===== config.mk =====
export PLATFORM = sky130hd
export DESIGN_NAME = prime_prefetch_flat
export DESIGN_NICKNAME = d
export VERILOG_FILES = /design/src/rtl/prime_prefetch_pkg.sv /design/src/rtl/prime_prefetch_if.sv /design/src/rtl/prime_fifo.sv /design/src/rtl/prime_prefetch.sv /design/src/flat_wrapper.sv
export SDC_FILE = /design/constraint.sdc
export NUM_CORES = 1
export LEC_CHECK = 0
export ABC_AREA = 1
export CAP_MARGIN = 20
export CORE_MARGIN = 4
export CORE_UTILIZATION = 45
export CTS_BUF_LIST = sky130_fd_sc_hd__clkbuf_4
export CTS_CLUSTER_SIZE = 30
export DETAILED_ROUTE_END_ITERATION = 6
export PLACE_DENSITY = 0.67
export SLEW_MARGIN = 0
export SYNTH_ARGS = -nofsm -noshare
export SYNTH_HDL_FRONTEND = slang
export SYNTH_SLANG_ARGS = --single-unit

===== constraint.sdc =====
create_clock -name clk -period 2.7 [get_ports clk]
set_clock_uncertainty 0.1 [all_clocks]
set_input_delay 0.27 -clock clk [delete_from_list [all_inputs] [get_ports clk]]
set_output_delay 0.27 -clock clk [all_outputs]
set_load 0.05 [all_outputs]

===== src/rtl/prime_prefetch_pkg.sv =====
// rtl/prime_prefetch_pkg.sv - shared types and default sizing for the prime prefetcher
// Purpose : FSM state enum and default WIDTH/DEPTH used by prime_prefetch,
//           its interface and the prime_fifo sub-module.
// Ports   : none (package).
package prime_prefetch_pkg;

  localparam int PF_WIDTH = 16;
  localparam int PF_DEPTH = 4;

  typedef enum logic [2:0] {
    IDLE  = 3'd0,
    GO    = 3'd1,
    GUARD = 3'd2,
    WAIT  = 3'd3,
    HALT  = 3'd4
  } pf_state_t;

endpackage


===== src/rtl/prime_prefetch_if.sv =====
// rtl/prime_prefetch_if.sv - primogen and consumer signal bundle for prime_prefetch
// Purpose : groups the primogen handshake and the consumer-side FIFO view.
// Signals : pg_go, pg_ready, pg_error, pg_res (primogen side);
//           pop, valid, prime, exhausted (consumer side).
// Modports: master = prime_prefetch, slave = primogen + consumer environment.
interface prime_prefetch_if
  import prime_prefetch_pkg::*;
#(
  parameter int WIDTH = PF_WIDTH
) ();

  logic             pg_go;
  logic             pg_ready;
  logic             pg_error;
  logic [WIDTH-1:0] pg_res;
  logic             pop;
  logic             valid;
  logic [WIDTH-1:0] prime;
  logic             exhausted;

  modport master (
    output pg_go, valid, prime, exhausted,
    input  pg_ready, pg_error, pg_res, pop
  );

  modport slave (
    input  pg_go, valid, prime, exhausted,
    output pg_ready, pg_error, pg_res, pop
  );

endinterface


===== src/rtl/prime_fifo.sv =====
// rtl/prime_fifo.sv - show-ahead circular FIFO holding prefetched primes
// Purpose : DEPTH-entry (power of two) FIFO; dout shows the head, 0 when empty.
// Ports   : clk, rst (sync, active-high); push/din write; pop reads the head
//           (ignored when empty); dout, empty, full, count ($clog2(DEPTH)+1 bits).
module prime_fifo #(
  parameter int WIDTH = 16,
  parameter int DEPTH = 4
) (
  input  logic                     clk,
  input  logic                     rst,
  input  logic                     push,
  input  logic                     pop,
  input  logic [WIDTH-1:0]         din,
  output logic [WIDTH-1:0]         dout,
  output logic                     empty,
  output logic                     full,
  output logic [$clog2(DEPTH):0]   count
);

  localparam int AW = $clog2(DEPTH);
  localparam int CW = AW + 1;

  logic [WIDTH-1:0] r_mem [DEPTH];
  logic [AW-1:0]    r_wr_ptr;
  logic [AW-1:0]    r_rd_ptr;
  logic [CW-1:0]    r_count;
  logic             w_do_pop;

  // Pop on an empty FIFO is dropped entirely so pointers and count stay put.
  assign w_do_pop = pop & ~empty;

  // Pointers are exactly AW bits, so the increment wraps modulo DEPTH.
  always_ff @(posedge clk) begin
    if (rst) begin
      r_wr_ptr <= '0;
      r_rd_ptr <= '0;
      r_count  <= '0;
    end else begin
      if (push) begin
        r_mem[r_wr_ptr] <= din;
        r_wr_ptr        <= r_wr_ptr + 1'b1;
      end
      if (w_do_pop) begin
        r_rd_ptr <= r_rd_ptr + 1'b1;
      end
      case ({push, w_do_pop})
        2'b10:   r_count <= r_count + 1'b1;
        2'b01:   r_count <= r_count - 1'b1;
        default: r_count <= r_count;
      endcase
    end
  end

  assign empty = (r_count == '0);
  assign full  = (r_count == CW'(DEPTH));
  assign count = r_count;
  assign dout  = empty ? '0 : r_mem[r_rd_ptr];

endmodule


===== src/rtl/prime_prefetch.sv =====
// rtl/prime_prefetch.sv - keeps a FIFO of primes topped up from a primogen engine
// Purpose : issues single-cycle go pulses to primogen whenever a FIFO slot is
//           free, pushes each result in order, and goes sticky-exhausted on error.
// Ports   : clk, rst (sync, active-high, shared with primogen);
//           bus (prime_prefetch_if.master): pg_go/pg_ready/pg_error/pg_res to
//           primogen, pop/valid/prime/exhausted to the consumer;
//           produced_cnt (16-bit saturating push count) only when
//           PRIME_PREFETCH_STATS_EN is defined.
module prime_prefetch
  import prime_prefetch_pkg::*;
#(
  parameter int WIDTH = PF_WIDTH,
  parameter int DEPTH = PF_DEPTH
) (
  input  logic                   clk,
  input  logic                   rst,
  prime_prefetch_if.master       bus
`ifdef PRIME_PREFETCH_STATS_EN
  ,
  output logic [15:0]            produced_cnt
`endif
);

  localparam int CW = $clog2(DEPTH) + 1;

  pf_state_t       r_state;
  pf_state_t       w_next;
  logic            r_exhausted;
  logic            w_set_exh;
  logic            w_res_ok;
  logic            w_push;
  logic            w_empty;
  logic            w_full;
  logic [CW-1:0]   w_count;

  always_ff @(posedge clk) begin
    if (rst) begin
      r_state     <= IDLE;
      r_exhausted <= 1'b0;
    end else begin
      r_state <= w_next;
      if (w_set_exh) begin
        r_exhausted <= 1'b1;
      end
    end
  end

  // A go is only issued while the FIFO has room, so the slot for the result
  // is reserved up front; the FIFO can only shrink while the request is out.
  always_comb begin
    w_next    = r_state;
    w_set_exh = 1'b0;
    w_res_ok  = 1'b0;
    case (r_state)
      IDLE: begin
        if (bus.pg_ready) begin
          if (bus.pg_error) begin
            w_set_exh = 1'b1;
            w_next    = HALT;
          end else if (w_count < CW'(DEPTH)) begin
            w_next = GO;
          end
        end
      end
      GO:    w_next = GUARD;
      // pg_ready still shows the previous result here; primogen has not
      // yet registered go, so this cycle must not look at it.
      GUARD: w_next = WAIT;
      WAIT: begin
        if (bus.pg_ready) begin
          if (bus.pg_error) begin
            w_set_exh = 1'b1;
            w_next    = HALT;
          end else begin
            w_res_ok = 1'b1;
            w_next   = IDLE;
          end
        end
      end
      HALT:    w_next = HALT;
      default: w_next = IDLE;
    endcase
  end

  // w_full can never be set here given the issue rule; it only keeps a
  // broken issue path from overwriting the head entry.
  assign w_push = w_res_ok & ~w_full;

  prime_fifo #(
    .WIDTH (WIDTH),
    .DEPTH (DEPTH)
  ) u_fifo (
    .clk   (clk),
    .rst   (rst),
    .push  (w_push),
    .pop   (bus.pop),
    .din   (bus.pg_res),
    .dout  (bus.prime),
    .empty (w_empty),
    .full  (w_full),
    .count (w_count)
  );

  assign bus.pg_go     = (r_state == GO);
  assign bus.valid     = ~w_empty;
  assign bus.exhausted = r_exhausted;

`ifdef PRIME_PREFETCH_STATS_EN
  logic [15:0] r_produced_cnt;

  always_ff @(posedge clk) begin
    if (rst) begin
      r_produced_cnt <= '0;
    end else if (w_push && (r_produced_cnt != 16'hFFFF)) begin
      r_produced_cnt <= r_produced_cnt + 16'd1;
    end
  end

  assign produced_cnt = r_produced_cnt;
`endif

endmodule


===== src/flat_wrapper.sv =====
// flat-port wrapper written by rule: the top's interface ports become plain ports
module prime_prefetch_flat import prime_prefetch_pkg::*;
#(
  parameter int WIDTH = PF_WIDTH,
  parameter int DEPTH = PF_DEPTH
)
  (clk, rst, bus_pg_go, bus_valid, bus_prime, bus_exhausted, bus_pg_ready, bus_pg_error, bus_pg_res, bus_pop);
  prime_prefetch_if #(.WIDTH(WIDTH)) bus_i ();
  input  logic clk;
  input  logic rst;
  output wire logic [$bits(bus_i.pg_go)-1:0] bus_pg_go;
  output wire logic [$bits(bus_i.valid)-1:0] bus_valid;
  output wire logic [$bits(bus_i.prime)-1:0] bus_prime;
  output wire logic [$bits(bus_i.exhausted)-1:0] bus_exhausted;
  input wire logic [$bits(bus_i.pg_ready)-1:0] bus_pg_ready;
  input wire logic [$bits(bus_i.pg_error)-1:0] bus_pg_error;
  input wire logic [$bits(bus_i.pg_res)-1:0] bus_pg_res;
  input wire logic [$bits(bus_i.pop)-1:0] bus_pop;
  assign bus_pg_go = bus_i.pg_go;
  assign bus_valid = bus_i.valid;
  assign bus_prime = bus_i.prime;
  assign bus_exhausted = bus_i.exhausted;
  assign bus_i.pg_ready = bus_pg_ready;
  assign bus_i.pg_error = bus_pg_error;
  assign bus_i.pg_res = bus_pg_res;
  assign bus_i.pop = bus_pop;
  prime_prefetch #(.WIDTH(WIDTH), .DEPTH(DEPTH)) u_core (.clk(clk), .rst(rst), .bus(bus_i));
endmodule

==> out/qor.yml <==
synth_enable_flop_cells: 64
netlist_instances: 280
crit_type: "reg2out"
path_buf_inv: 2
area_delta_synth_final_pct: 18.1
io_buffers: 39
rr_startpoint: "u_core.u_fifo.count[2]"
cts_buffer_depth: 2
die_h_um: 92.0
nets: 351
final_cell_mix: "nor2_1 (73), edfxtp_1 (64), o21ai_0 (37)"
power_per_cell_area_nw_per_um2: 757
yosys.cell_types.count: 23
syn_area_per_cell_um2: 11.3
status: "finished clean"
seq_area_frac_synth: 0.687
cp-endpoint: "bus_prime[4]"
synth_xor_area_frac: 0.00276
synth_seq_cells: 77
relSlewSlack: 0.438
final_common_cell: "nor2_1"
vias: 2066
worstMarginPinSlew_ps: 841
grt_max_degree: 33
wirelength_um: 5960
clk_pin_slew_worst_paths_ps: 110
firstDrtPassIters: 4
cpMaxStageDelayCell: "inv_1"
rows: 30
grt_overflow: 0
crit_chain: "inv_1 -> o21ai_0 -> a21oi_1 -> buf_4"
synth.net_count: 307
ios: 40
drc: 0
ctsRootBufferMaster: "clkbuf_4"
drive_gt1_frac: 0.128
cp.required_ps: 2330
worstSetupEndpointType: "output port"
period_needed_ps: 2400
h-tree-depth: 3
grt_first_pass_wirelength_um: 9470
start_kind: "register"
cts_tree: "built"
max_freq_mhz: 417
crit_cells: 4
setup_slack_ps: 302
synth_compound_area_frac: 0.104
cp.arrival_ps: 2030
ctsResizeCount: 0
ctsHoldBuffers: 0
period_share: 0.888
cts_made_buffers: 9
slowest_delay_ps: 610
r2r-end: "u_core.u_fifo.count[2]"
synthSimpleGateAreaFrac: 0.133
grt_pass1_vias: 1917
vias_per_cell: 4.88
r2r_cells: 11
synth_adder_area_share: 0.0260
final.setup.tns_ps: 0
first_iter_violations: 109
clk_latency_ps: 390
synth_top_family_by_area: "simple AND/OR/NAND/NOR gates"
hold_path_class: "reg2reg"
num_antenna_cells: 0
slew_viol_final: 0
core_area_um2: 6830
dpl.hpwl_um: 3710
pre_cts_ws_ps: 423
wire_per_inst_um: 14.1
synth_ff_type: "edfxtp_1"
start_util: 0.465
grt_usage: 0.147
synth.area.mux_share: 0
cap_viol_max_count: 0
cp_top_family: "buffers and inverters"
ant_nets: 0
antenna_found_initial: 0
vdd_drop_max_mv: 0.348
synth_area_um2: 3180
setup_viol: 0
die_x_um: 92.0
cts_setup_buffers: 0
ff2ff_setup_slack_ps: 680
die_area_um2: 8460
hold_viol: 0
cts_num_sinks: 77
p_leak_uw: 0.00136
critPathMaxFanout: 32
rsz0062_at_grt: "false"
async_flop_share: 0
gp_congestion: 0.758
yosysWarnings: 0
-- worst min-delay path, delay by kind of cell (launching register included) --
| family | cells | cell delay, ps |
|---|---|---|
| flops | 1 | 350 |
| compound gates | 1 | 40 |
| simple gates | 1 | 70 |
-- cell usage after synthesis (2+ instances only) --
| cell | count | share of area |
|---|---|---|
| inv_1 | 16 | 0.019 |
| a21oi_1 | 26 | 0.041 |
| buf_4 | 4 | 0.0095 |
| buf_6 | 2 | 0.0071 |
| dfxtp_1 | 13 | 0.082 |
| o21ai_0 | 37 | 0.058 |
| nor3b_1 | 5 | 0.012 |
| edfxtp_1 | 64 | 0.61 |
| ha_1 | 5 | 0.020 |
| clkbuf_2 | 3 | 0.0047 |
| buf_2 | 2 | 0.0032 |
| nor2_1 | 73 | 0.086 |
| inv_2 | 2 | 0.0024 |
| nand3_1 | 4 | 0.0063 |
| nand2_1 | 15 | 0.018 |
| o21ai_1 | 2 | 0.0032 |
-- logic make-up after synthesis --
logic type                 Yosys count
DFF                                 77
buffers and inverters               30
adders and majority gates            6
AOI/OAI and AO/OA                   66
and+or+nand+nor                    100
xor gates and xnor gates             1
-- how the worst min path moves through the flow --
stage                         startpoint                    endpoint  slack (ps)  cells after the start
floorplan                  bus_pg_res[0]   u_core.u_fifo.r_mem[0][0]         270                      0
global placement    u_core.bus.exhausted        u_core.bus.exhausted         360                      2
detailed placement  u_core.bus.exhausted        u_core.bus.exhausted         370                      2
CTS                        bus_pg_res[7]   u_core.u_fifo.r_mem[3][7]         370                      1
global route              bus_pg_res[14]  u_core.u_fifo.r_mem[0][14]         360                      1
finish              u_core.bus.exhausted        u_core.bus.exhausted         390                      2
-- per-layer routing --
| metal | vias up | track usage | routed length [µm] |
|---|---|---|---|
| met5 | - | 0 | 0 |
| met1 | 963 | 0.189 | 2720 |
| met3 | 10 | 0.0230 | 153 |
| met4 | 0 | 0.0705 | 123 |
| li1 | 1056 | - | - |
| met2 | 37 | 0.243 | 2960 |
-- layout make-up --
type                    count  area (µm²)
well taps                  96         120
repair buffers             45         395
clock inverters             5        53.8
fillers                   612        3080
inverters                  18        67.6
flip-flops and latches     77        2180
clock buffers               9        67.6
multi-input cells         173         865
-- power breakdown --
part / switching, µW / internal [µW]
clock: 363 / 268
combinational: 619 / 244
sequential: 28.6 / 1320
-- per-stage QoR --
stage                     cells  power (µW)  hold WS (ps)  cell area, µm²  utilization
after floorplan             280        2000           269            3180            -
after detailed placement    409        2240           369            3630        0.531
after global routing        423        2990           361            3750        0.549
after global placement      409        2230           356            3630        0.531
final                       423        2840           390            3750        0.549
after CTS                   423        2870           371            3750        0.549
-- sequential cells by signal, summed over array words and instances (netlist names), named ones only --
name,cells
u_core.u_fifo.r_mem,64
u_core.u_fifo.r_rd_ptr,2
u_core.bus.exhausted,1
u_core.u_fifo.r_wr_ptr,2
u_core.r_state,3
u_core.u_fifo.count,3
No activity file was read; power rests on OpenSTA's default activity.
